`src/rtl/mem_arb_pkg.sv`:
```
// -----------------------------------------------------------------------------
// mem_arb_pkg
// Shared types and default constants for the memory-port arbiter.
//   arb_state_e : arbiter FSM states (IDLE -> ISSUE -> WAIT -> IDLE)
//   owner_e     : which requester owns the current transaction
//   *_DEF       : default widths / starvation limit used as parameter defaults
//   STREAK_W    : width of the data-streak counter (holds STARVE_MAX up to 15)
// -----------------------------------------------------------------------------
package mem_arb_pkg;

  localparam int ADDR_W_DEF     = 32;
  localparam int DATA_W_DEF     = 32;
  localparam int STARVE_MAX_DEF = 4;
  localparam int STREAK_W       = 4;

  typedef enum logic [1:0] {
    IDLE  = 2'd0,
    ISSUE = 2'd1,
    WAIT  = 2'd2
  } arb_state_e;

  typedef enum logic {
    OWN_IF = 1'b0,
    OWN_D  = 1'b1
  } owner_e;

endpackage

```
`src/rtl/mem_arb_prio.sv`:
```
// -----------------------------------------------------------------------------
// mem_arb_prio
// Priority selection between the fetch and data requesters, with a starvation
// guard for fetch.
//   clk, rst   : clock, synchronous active-high reset
//   if_req     : fetch request pending
//   d_req      : data request pending
//   gnt_stb    : a grant is being given this cycle (to owner_sel)
//   owner_sel  : requester that wins if a grant is given this cycle
//   streak     : consecutive data grants given while fetch was waiting
// Data normally wins a conflict; once the streak reaches STARVE_MAX, fetch
// wins the next conflict and the streak restarts.
// -----------------------------------------------------------------------------
module mem_arb_prio
  import mem_arb_pkg::*;
#(
  parameter int STARVE_MAX = STARVE_MAX_DEF
) (
  input  logic                clk,
  input  logic                rst,
  input  logic                if_req,
  input  logic                d_req,
  input  logic                gnt_stb,
  output owner_e              owner_sel,
  output logic [STREAK_W-1:0] streak
);

  localparam logic [STREAK_W-1:0] STREAK_MAX = STREAK_W'(STARVE_MAX);

  logic [STREAK_W-1:0] streak_q;
  logic [STREAK_W-1:0] streak_d;
  logic                fetch_starved;

  always_comb begin
    fetch_starved = (streak_q == STREAK_MAX);
    owner_sel     = OWN_IF;
    // Data wins unless fetch is also waiting and has been passed over too often.
    if (d_req && !(if_req && fetch_starved)) begin
      owner_sel = OWN_D;
    end
  end

  always_comb begin
    streak_d = streak_q;
    if (!if_req) begin
      // Fetch is not waiting, so there is no starvation to track.
      streak_d = '0;
    end else if (gnt_stb) begin
      if (owner_sel == OWN_IF) begin
        streak_d = '0;
      end else if (!fetch_starved) begin
        streak_d = streak_q + 1'b1;
      end
    end
  end

  always_ff @(posedge clk) begin
    if (rst) begin
      streak_q <= '0;
    end else begin
      streak_q <= streak_d;
    end
  end

  assign streak = streak_q;

endmodule

```
`src/rtl/mem_port_arbiter.sv`:
```
// -----------------------------------------------------------------------------
// mem_port_arbiter
// Shares one single-port memory between an instruction-fetch port and a data
// port, with at most one transaction outstanding.
//   clk, rst          : clock, synchronous active-high reset
//   if_req/if_addr    : fetch request and address
//   if_gnt            : fetch request accepted (one-cycle pulse in IDLE)
//   if_rvalid/if_rdata: fetch response (rdata is 0 when rvalid is 0)
//   if_flush          : discard the in-flight fetch response
//   d_req/d_we/d_addr/d_wdata/d_be : data request and payload
//   d_gnt             : data request accepted
//   d_rvalid/d_rdata  : data response (read data or write ack)
//   mem_req/mem_we/mem_addr/mem_wdata/mem_be : memory request (held until ready)
//   mem_ready         : memory accepts the request
//   mem_rvalid/mem_rdata : memory response, one per accepted request
// Optional build macro MEM_ARB_PERF_EN adds three 32-bit wrapping counters:
//   perf_if_grants, perf_d_grants, perf_conflicts (IDLE cycles with both
//   requesters pending).
// Response data is forwarded combinationally from mem_rdata, so the minimum
// grant-to-response latency is 2 cycles and the peak rate is one transaction
// every 3 cycles.
// -----------------------------------------------------------------------------
module mem_port_arbiter
  import mem_arb_pkg::*;
#(
  parameter int ADDR_W     = ADDR_W_DEF,
  parameter int DATA_W     = DATA_W_DEF,
  parameter int STARVE_MAX = STARVE_MAX_DEF
) (
  input  logic                clk,
  input  logic                rst,
  input  logic                if_req,
  input  logic [ADDR_W-1:0]   if_addr,
  output logic                if_gnt,
  output logic                if_rvalid,
  output logic [DATA_W-1:0]   if_rdata,
  input  logic                if_flush,
  input  logic                d_req,
  input  logic                d_we,
  input  logic [ADDR_W-1:0]   d_addr,
  input  logic [DATA_W-1:0]   d_wdata,
  input  logic [DATA_W/8-1:0] d_be,
  output logic                d_gnt,
  output logic                d_rvalid,
  output logic [DATA_W-1:0]   d_rdata,
  output logic                mem_req,
  output logic                mem_we,
  output logic [ADDR_W-1:0]   mem_addr,
  output logic [DATA_W-1:0]   mem_wdata,
  output logic [DATA_W/8-1:0] mem_be,
  input  logic                mem_ready,
  input  logic                mem_rvalid,
  input  logic [DATA_W-1:0]   mem_rdata
`ifdef MEM_ARB_PERF_EN
  ,
  output logic [31:0]         perf_if_grants,
  output logic [31:0]         perf_d_grants,
  output logic [31:0]         perf_conflicts
`endif
);

  localparam int BE_W = DATA_W / 8;
  localparam logic [STREAK_W-1:0] STREAK_MAX = STREAK_W'(STARVE_MAX);

  arb_state_e          state_q, state_d;
  owner_e              owner_q, owner_d;
  logic [ADDR_W-1:0]   addr_q, addr_d;
  logic                we_q, we_d;
  logic [DATA_W-1:0]   wdata_q, wdata_d;
  logic [BE_W-1:0]     be_q, be_d;
  logic                kill_q, kill_d;

  logic                any_req;
  logic                grant;
  logic                flush_hit;
  owner_e              owner_sel;
  logic [STREAK_W-1:0] streak;

  assign any_req   = if_req | d_req;
  // A grant is only ever given from IDLE, so it can never coincide with a response.
  assign grant     = !rst && (state_q == IDLE) && any_req;
  assign flush_hit = if_flush && (owner_q == OWN_IF);

  mem_arb_prio #(
    .STARVE_MAX (STARVE_MAX)
  ) u_prio (
    .clk       (clk),
    .rst       (rst),
    .if_req    (if_req),
    .d_req     (d_req),
    .gnt_stb   (grant),
    .owner_sel (owner_sel),
    .streak    (streak)
  );

  // ---------------------------------------------------------------------------
  // State register
  // ---------------------------------------------------------------------------
  always_ff @(posedge clk) begin
    if (rst) begin
      state_q <= IDLE;
      owner_q <= OWN_IF;
      addr_q  <= '0;
      we_q    <= 1'b0;
      wdata_q <= '0;
      be_q    <= '0;
      kill_q  <= 1'b0;
    end else begin
      state_q <= state_d;
      owner_q <= owner_d;
      addr_q  <= addr_d;
      we_q    <= we_d;
      wdata_q <= wdata_d;
      be_q    <= be_d;
      kill_q  <= kill_d;
    end
  end

  // ---------------------------------------------------------------------------
  // Next-state and latch logic
  // ---------------------------------------------------------------------------
  always_comb begin
    state_d = state_q;
    owner_d = owner_q;
    addr_d  = addr_q;
    we_d    = we_q;
    wdata_d = wdata_q;
    be_d    = be_q;
    kill_d  = kill_q;
    case (state_q)
      IDLE: begin
        kill_d = 1'b0;
        if (any_req) begin
          state_d = ISSUE;
          owner_d = owner_sel;
          if (owner_sel == OWN_D) begin
            addr_d  = d_addr;
            we_d    = d_we;
            wdata_d = d_wdata;
            be_d    = d_be;
          end else begin
            // Fetch is always a full-word read.
            addr_d  = if_addr;
            we_d    = 1'b0;
            wdata_d = '0;
            be_d    = '1;
          end
        end
      end
      ISSUE: begin
        kill_d = kill_q | flush_hit;
        if (mem_ready) begin
          state_d = WAIT;
        end
      end
      WAIT: begin
        if (mem_rvalid) begin
          state_d = IDLE;
          kill_d  = 1'b0;
        end else begin
          kill_d = kill_q | flush_hit;
        end
      end
      default: begin
        state_d = IDLE;
        kill_d  = 1'b0;
      end
    endcase
  end

  // ---------------------------------------------------------------------------
  // Output logic; everything is held at 0 while rst is high.
  // ---------------------------------------------------------------------------
  always_comb begin
    if_gnt    = 1'b0;
    d_gnt     = 1'b0;
    if_rvalid = 1'b0;
    if_rdata  = '0;
    d_rvalid  = 1'b0;
    d_rdata   = '0;
    mem_req   = 1'b0;
    mem_we    = 1'b0;
    mem_addr  = '0;
    mem_wdata = '0;
    mem_be    = '0;
    if (!rst) begin
      case (state_q)
        IDLE: begin
          if (any_req) begin
            if_gnt = (owner_sel == OWN_IF);
            d_gnt  = (owner_sel == OWN_D);
          end
        end
        ISSUE: begin
          mem_req   = 1'b1;
          mem_we    = we_q;
          mem_addr  = addr_q;
          mem_wdata = wdata_q;
          mem_be    = be_q;
        end
        WAIT: begin
          if (mem_rvalid) begin
            if (owner_q == OWN_D) begin
              d_rvalid = 1'b1;
              d_rdata  = mem_rdata;
            end else if (!kill_q && !if_flush) begin
              // A flush in the response cycle itself also drops the response.
              if_rvalid = 1'b1;
              if_rdata  = mem_rdata;
            end
          end
        end
        default: begin
        end
      endcase
    end
  end

  // The streak can never pass the starvation limit.
  always_ff @(posedge clk) begin
    if (!rst) begin
      assert (streak <= STREAK_MAX);
    end
  end

`ifdef MEM_ARB_PERF_EN
  logic [31:0] perf_if_grants_q, perf_if_grants_d;
  logic [31:0] perf_d_grants_q, perf_d_grants_d;
  logic [31:0] perf_conflicts_q, perf_conflicts_d;

  always_comb begin
    perf_if_grants_d = perf_if_grants_q + 32'(grant && (owner_sel == OWN_IF));
    perf_d_grants_d  = perf_d_grants_q + 32'(grant && (owner_sel == OWN_D));
    perf_conflicts_d = perf_conflicts_q + 32'(grant && if_req && d_req);
  end

  always_ff @(posedge clk) begin
    if (rst) begin
      perf_if_grants_q <= '0;
      perf_d_grants_q  <= '0;
      perf_conflicts_q <= '0;
    end else begin
      perf_if_grants_q <= perf_if_grants_d;
      perf_d_grants_q  <= perf_d_grants_d;
      perf_conflicts_q <= perf_conflicts_d;
    end
  end

  assign perf_if_grants = perf_if_grants_q;
  assign perf_d_grants  = perf_d_grants_q;
  assign perf_conflicts = perf_conflicts_q;
`endif

endmodule

```
`config.mk`:
```
export PLATFORM = sky130hd
export DESIGN_NAME = mem_port_arbiter
export DESIGN_NICKNAME = d
export VERILOG_FILES = /design/src/rtl/mem_arb_pkg.sv /design/src/rtl/mem_arb_prio.sv /design/src/rtl/mem_port_arbiter.sv
export SDC_FILE = /design/constraint.sdc
export NUM_CORES = 1
export LEC_CHECK = 0
export CELL_PAD_IN_SITES_DETAIL_PLACEMENT = 0
export CELL_PAD_IN_SITES_GLOBAL_PLACEMENT = 2
export CORE_MARGIN = 5
export CORE_UTILIZATION = 20
export CTS_CLUSTER_DIAMETER = 60
export DETAILED_ROUTE_END_ITERATION = 10
export PLACE_DENSITY = 0.82
export SLEW_MARGIN = 20
export SYNTH_ARGS = -nofsm -noshare
export SYNTH_HDL_FRONTEND = slang
export SYNTH_SLANG_ARGS = --single-unit
export TNS_END_PERCENT = 50
```
`constraint.sdc`:
```
create_clock -name clk -period 2.42 [get_ports clk]
set_input_delay 0.484 -clock clk [delete_from_list [all_inputs] [get_ports clk]]
set_output_delay 0.484 -clock clk [all_outputs]
set_load 0.1 [all_outputs]
```
==> run_results.csv, run 1 <==
group,metric,value,unit
power,max-vdd-ir-drop,302,µV
clock_network,worst_setup_hold_path_clk_slew,0.06,ns
synth,post_synth_instance_area,0.00423,mm²
synth,synth-warning-count,0,
sta,measured_slew_at_the_worst_slew_check_pin,0.719,ns
setup_path,cp_data_arrival_time,2.00,ns
die,num_rows,53,
sta,post_route_clock_period_utilization,1.03,
routing,antenna_left,0,
synth,dominant_combinational_cell_family_by_area_after_synthesis,"simple AND/OR/NAND/NOR gates",
setup_path,worst-path-buf-inv,4,
global_route,grt_pass1_vias,4830,
setup_path,max_stage_delay,0.47,ns
routing,residual_drc_count,0,
setup_path,timing.critical_path.depth,6,
cells_and_area,antennaDiodeCount,0,
sta,slew_viol_final,0,
die,core_region_area,0.0209,mm²
sta,finalClockSkew,0.0107,ns
routing,finalWirelength,19700,µm
routing,route.detailed.vias_per_inst,4.62,
global_route,grt_pass1_wl,29200,µm
min_path,timing.hold.worst.class,"reg2reg",
setup_path,crit_type,"in2out",
placement,gpl.final_weighted_congestion,0.795,
clock_network,cts_buf_count,9,
die,die_height,155,µm
synth,synth_area_per_cell,8.06,µm²
synth,post_synth_num_cell_types,36,
die,dieArea,0.0241,mm²
cells_and_area,layout-area-overhead-vs-synth,118,%
clock_network,cts_buffer_depth,2,
clock_network,worst_skew_pair.late_latency,0.34,ns
clock_network,htreeDepth,3,
setup_path,endpoint_kind,"output pin",
cells_and_area,layout.cells.non_filler,1067,
sta,worst_slew_slack_as_a_fraction_of_its_limit,0.521,
routing,drt_pre_antenna_iters,4,
routing,vias,4932,
sta,finalCriticalPeriod,2.48,ns
synth,syn_inst_count,524,
placement,dp_cells,1042,
synth,post_synth_and_or_nand_nor_area_fraction,0.280,
setup_path,worst-path-max-fanout,8,
setup_path,critical-path-top-delay-family,"buffers and inverters",
status,violated_checks,"negative setup slack",
clock_network,cts_hold_repair.buffers,0,
cells_and_area,drive_gt1_frac,0.293,
sta,setup_viol,16,
setup_path,critPathRequiredTime,1.94,ns
global_route,gr-usage-all-layers,0.153,
routing,drt_first_iter_violations,217,
setup_path,cp_cell_sequence,"clkdlybuf4s50_1 -> nor4_4 -> buf_4 -> clkbuf_16 -> and2_4 -> buf_12",
die,starting_utilization_of_the_core_area,0.202,
min_path,hold-path-cell-count,2,
synth,yosys.area_share.xor_xnor,0,
placement,dp_worst_setup_slack,0.00720,ns
placement,dp.final_hpwl,13700,µm
die,die_width,155,µm
setup_path,critPathLaunchType,"input port",
clock_network,cts-root-buf,"clkbuf_16",
clock_network,cts_tree,"yes",
clock_network,tritoncts_num_sinks,77,
flow_run,maxCapViolations,0,
global_route,largest_net_degree_at_the_start_of_global_routing,68,
status,run_status,"complete, but fails checks",
power,p_leak,3.52,nW
sta,hold_viol_final,0,
sta,fmax,0.403,GHz
die,boundaryPins,278,
global_route,grt.overflow.total,0,
cells_and_area,nets,934,
synth,syn-num-nets,671,
synth,synth_compound_gate_area_share,0.265,
setup_path,crit_slowest_cell,"clkdlybuf4s50_1",
placement,numPortBuffers,277,
routing,routed_wire_per_std_cell,18.5,µm
synth,post_synth_mux_area_share,0,
global_route,grt_antenna_before_repair,0,
power,cellPowerDensity,576,mW/mm²
sta,rsz0062_at_grt,"yes",
synth,synth_seq_area_share,0.365,
synth,synth-seq-cells,77,
sta,finalWorstSetupSlack,-0.0622,ns
setup_path,worst-r2r-cell-count,6,
synth,synth_adder_area_share,0.0207,
==> synthesized netlist by cell type, drive strengths merged <==
| cell | count | area, µm² |
|---|---|---|
| or3b | 1 | 8.76 |
| nand3 | 2 | 10.0 |
| or4 | 1 | 7.51 |
| nor3b | 1 | 7.51 |
| ha | 7 | 87.6 |
| nor2b | 5 | 31.3 |
| nand2 | 5 | 18.8 |
| clkbuf | 24 | 90.1 |
| a21oi | 38 | 190 |
| buf | 29 | 171 |
| o2111ai | 1 | 8.76 |
| a32oi | 34 | 298 |
| a31oi | 34 | 213 |
| nand4b | 1 | 8.76 |
| o21ai | 65 | 329 |
| nand4bb | 1 | 11.3 |
| o221a | 4 | 45.0 |
| nand4 | 2 | 12.5 |
| nor2 | 37 | 139 |
| nand3b | 3 | 35.0 |
| dfxtp | 77 | 1540 |
| inv | 9 | 33.8 |
| and2 | 134 | 838 |
| nor4 | 1 | 21.3 |
| nor4b | 1 | 8.76 |
| a211oi | 1 | 12.5 |
| o21a | 1 | 8.76 |
| o31ai | 2 | 15.0 |
| and4b | 1 | 10.0 |
| nand2b | 2 | 12.5 |
==> sequential cells by signal, summed over array words and instances, names as in the netlist <==
signal         cells
addr_q            32
owner_q            1
we_q               1
wdata_q           32
u_prio.streak      4
state_q            2
kill_q             1
be_q               4
==> path summary, 6_finish.rpt <==
check	startpoint	endpoint	slack [ns]
worst min-delay path	wdata_q[26]	wdata_q[26]	0.48
worst max-delay path	if_flush	if_rdata[25]	-0.06
worst max register to register	state_q[0]	addr_q[15]	0.46
worst min register to register	wdata_q[26]	wdata_q[26]	0.48
==> cell type report <==
| class | count | area, µm² |
|---|---|---|
| Clock inverter | 6 | 61.3 |
| Timing Repair Buffer | 305 | 4490 |
| Fill cell | 2005 | 11700 |
| Tap cell | 275 | 344 |
| Sequential cell | 77 | 1550 |
| Inverter | 9 | 36.3 |
| Multi-Input combinational cell | 385 | 2500 |
| Clock buffer | 10 | 239 |
==> through the flow <==
step	instance area [µm²]	total power [mW]	util	hold slack [ns]	TNS, ns
6_report	9220	5.31	0.442	0.480	-0.718
5_1_grt	9220	5.62	0.442	0.509	-5.52
4_1_cts	9080	5.35	0.435	0.481	0
3_5_place_dp	8720	3.87	0.418	0.463	0
3_3_place_gp	8720	3.86	0.418	0.456	0
2_1_floorplan	4270	2.95	-	0.446	-4.11
==> repair_timing <==
action	in CTS	in global routing
setup buffers	1	4
cloned	1	3
gates resized for setup	3	28
setup endpoints to repair	4	136
pin swaps	0	15
==> worst register-to-register path: stages (launching register included) <==
cell and delay, ns:
dfxtp_4 0.36, inv_4 0.07, buf_4 0.10, ha_1 0.34, o21a_2 0.68, o21ai_0 0.20
a21oi_1 0.16
==> per-layer routing <==
layer  global-route usage  share of wire  vias to the layer above
li1                     -              -                     2378
met1                0.196           0.42                     2316
met2                0.246           0.47                      220
met3               0.0554          0.093                       18
met4               0.0329          0.014                        0
met5                    0              0                        -
==> power breakdown <==
part           leakage (nW)  internal, mW  switching [mW]
sequential            0.636          1.50           0.105
clock                 0.149         0.826           0.572
combinational          2.74         0.929            1.38
==> cell families (layout without fill, tap and decap cells) <==
kind of cell | Yosys count | after routing
and+or+nand+nor | 198 | 198
AOI/OAI and AO/OA | 180 | 180
DFF | 77 | 77
buffers and inverters | 62 | 330
adders and majority gates | 7 | 7
==> cell usage in the layout (no fill, tap or decap), types with 3 or more instances in the layout <==
| cell type | Yosys | routed |
|---|---|---|
| a32oi_1 | 34 | 34 |
| and2_4 | 0 | 20 |
| nor2_1 | 37 | 35 |
| a21oi_1 | 38 | 38 |
| buf_4 | 3 | 17 |
| and2_2 | 0 | 12 |
| ha_1 | 7 | 5 |
| nand2_1 | 5 | 5 |
| inv_1 | 6 | 5 |
| a31oi_1 | 34 | 34 |
| clkinv_2 | 0 | 3 |
| clkbuf_16 | 0 | 11 |
| nor2b_1 | 5 | 4 |
| dfxtp_1 | 77 | 75 |
| o221a_1 | 4 | 4 |
| and2_1 | 134 | 102 |
| clkdlybuf4s50_1 | 0 | 136 |
| o21ai_1 | 29 | 29 |
| buf_12 | 0 | 144 |
| o21ai_0 | 35 | 35 |
| inv_2 | 3 | 3 |
(Power assumes the default switching activity.)
==> run 2: changes to the inputs <==
--- a/config.mk
+++ b/config.mk
@@ -7,7 +7,7 @@
 export LEC_CHECK = 0
 export CELL_PAD_IN_SITES_DETAIL_PLACEMENT = 0
 export CELL_PAD_IN_SITES_GLOBAL_PLACEMENT = 2
-export CORE_MARGIN = 5
+export CORE_ASPECT_RATIO = 0.5
 export CORE_UTILIZATION = 20
 export CTS_CLUSTER_DIAMETER = 60
 export DETAILED_ROUTE_END_ITERATION = 10
==> run_results.csv, run 2 (synthesized netlist as in run 1, its figures left out) <==
group,metric,value,unit
power,cellPowerDensity,603,mW/mm²
placement,dpl_cell_area,0.00873,mm²
global_route,largest_net_degree_at_the_start_of_global_routing,68,
routing,drt_pre_antenna_iters,4,
sta,setup_viol,0,
global_route,grt.overflow.total,0,
setup_path,critical-path-top-delay-family,"buffers and inverters",
setup_path,crit_type,"reg2out",
die,die_height,105,µm
die,boundaryPins,278,
clock_network,tritoncts_num_sinks,77,
cells_and_area,final_common_cell,"buf_12",
setup_path,critical-path-top-cell-by-count,"buf_12",
power,p_leak,3.59,nW
flow_run,maxCapViolations,0,
routing,drt_first_iter_violations,253,
setup_path,crit_slowest_cell,"dfxtp_4",
cells_and_area,nets,936,
setup_path,cp_cell_sequence,"inv_2 -> ha_4 -> nor2b_4 -> buf_12 -> clkbuf_16 -> and2_1 -> buf_12",
global_route,grt_pass1_wl,28100,µm
sta,hold_viol_final,0,
clock_network,cts_tree,"yes",
clock_network,htreeDepth,3,
die,starting_utilization_of_the_core_area,0.205,
clock_network,cts_hold_repair.buffers,0,
setup_path,cp_data_arrival_time,1.88,ns
cells_and_area,antennaDiodeCount,0,
die,die_width,208,µm
cells_and_area,leading_cell_types_in_the_layout_fill_and_taps_excluded,"buf_12 (145), clkdlybuf4s50_1 (135), and2_1 (89), dfxtp_1 (75), a21oi_1 (38)",
routing,routed_wire_per_std_cell,17.7,µm
sta,worst_slew_slack_as_a_fraction_of_its_limit,0.530,
placement,numPortBuffers,277,
sta,finalClockSkew,0.00841,ns
sta,finalCriticalPeriod,2.36,ns
sta,fmax,0.423,GHz
clock_network,cts_buf_count,9,
global_route,grt_antenna_before_repair,0,
cells_and_area,fin_area,0.00938,mm²
die,dieArea,0.0217,mm²
routing,antenna_left,0,
cells_and_area,layout-area-overhead-vs-synth,122,%
routing,vias,4895,
sta,slew_viol_final,0,
min_path,timing.hold.worst.class,"reg2reg",
die,core_region_area,0.0206,mm²
global_route,grt_pass1_vias,4753,
routing,route.detailed.vias_per_inst,4.59,
clock_network,cts-root-buf,"clkbuf_16",
die,num_rows,37,
power,finalPower,5.66,mW
sta,measured_slew_at_the_worst_slew_check_pin,0.704,ns
global_route,gr-usage-all-layers,0.166,
clock_network,worst_skew_pair.late_latency,0.34,ns
placement,gpl.final_weighted_congestion,0.763,
setup_path,worst-path-max-fanout,18,
cells_and_area,largestRegisters,"addr_q: 32 flops, wdata_q: 32 flops",
status,run_status,"completed",
sta,post_route_clock_period_utilization,0.976,
power,max-vdd-ir-drop,371,µV
clock_network,cts_buffer_depth,2,
setup_path,endpoint_kind,"output pin",
sta,totalNegativeSetupSlack,0,ns
clock_network,worst_setup_hold_path_clk_slew,0.07,ns
routing,finalWirelength,18900,µm
routing,residual_drc_count,0,
placement,dp.final_hpwl,13300,µm
setup_path,critPathLaunchType,"flip-flop",
setup_path,max_stage_delay,0.36,ns
cells_and_area,drive_gt1_frac,0.310,
sta,rsz0062_at_grt,"yes",
setup_path,critPathRequiredTime,1.94,ns
sta,worst_hold_slack,0.479,ns
setup_path,worst-path-buf-inv,4,
[run 2: worst paths after layout]
check | start | end | slack [ns] | depth (start not counted)
worst max-delay path | state_q[1] | mem_be[2] | 0.06 | 7
worst min-delay path | wdata_q[13] | wdata_q[13] | 0.48 | 2
worst max register to register | state_q[0] | addr_q[20] | 0.44 | 6
worst min register to register | wdata_q[13] | wdata_q[13] | 0.48 | 2
[run 2: what timing repair did]
action | CTS | global route
endpoints found under the setup margin | 28 | 79
resized for setup | 33 | 4
pin swaps | 2 | 1
setup buffers | 4 | 1
gates cloned | 2 | 3
[run 2: cell type report]
| class | count | area, µm² |
|---|---|---|
| repair buffers | 307 | 4560 |
| inverters | 9 | 33.8 |
| flip-flops and latches | 77 | 1550 |
| multi-input cells | 385 | 2530 |
| fillers | 1947 | 11300 |
| clock buffers | 9 | 225 |
| clock inverters | 7 | 145 |
| well taps | 273 | 342 |
[run 2: metrics by stage]
stage / cells / utilization / worst slack, ns
CTS: 1063 / 0.449 / 0.00199
global placement: 1041 / 0.423 / 0.0330
global route: 1067 / 0.454 / -0.0588
detailed placement: 1041 / 0.423 / 0.00744
finish: 1067 / 0.454 / 0.0582
floorplan: 524 / - / -0.325
[run 2: worst reg2reg max path, cell delays in order, from the launching register on]
cell and delay, ns:
dfxtp_2 0.32, inv_2 0.07, buf_4 0.11, ha_1 0.38, o21a_2 0.68, o21ai_0 0.18, a21oi_1 0.16
[run 2: routing by layer]
metal	track usage	part of all wire	up-vias
met5	0	0	-
met4	0.0533	0.019	0
met3	0.0277	0.037	19
met2	0.298	0.52	150
met1	0.203	0.43	2347
li1	-	-	2379
[run 2: power by group]
group	internal, mW	switching [mW]	leakage, nW
logic	0.964	1.40	2.78
clock network	1.12	0.568	0.177
registers	1.50	0.103	0.636
total	3.59	2.07	3.59
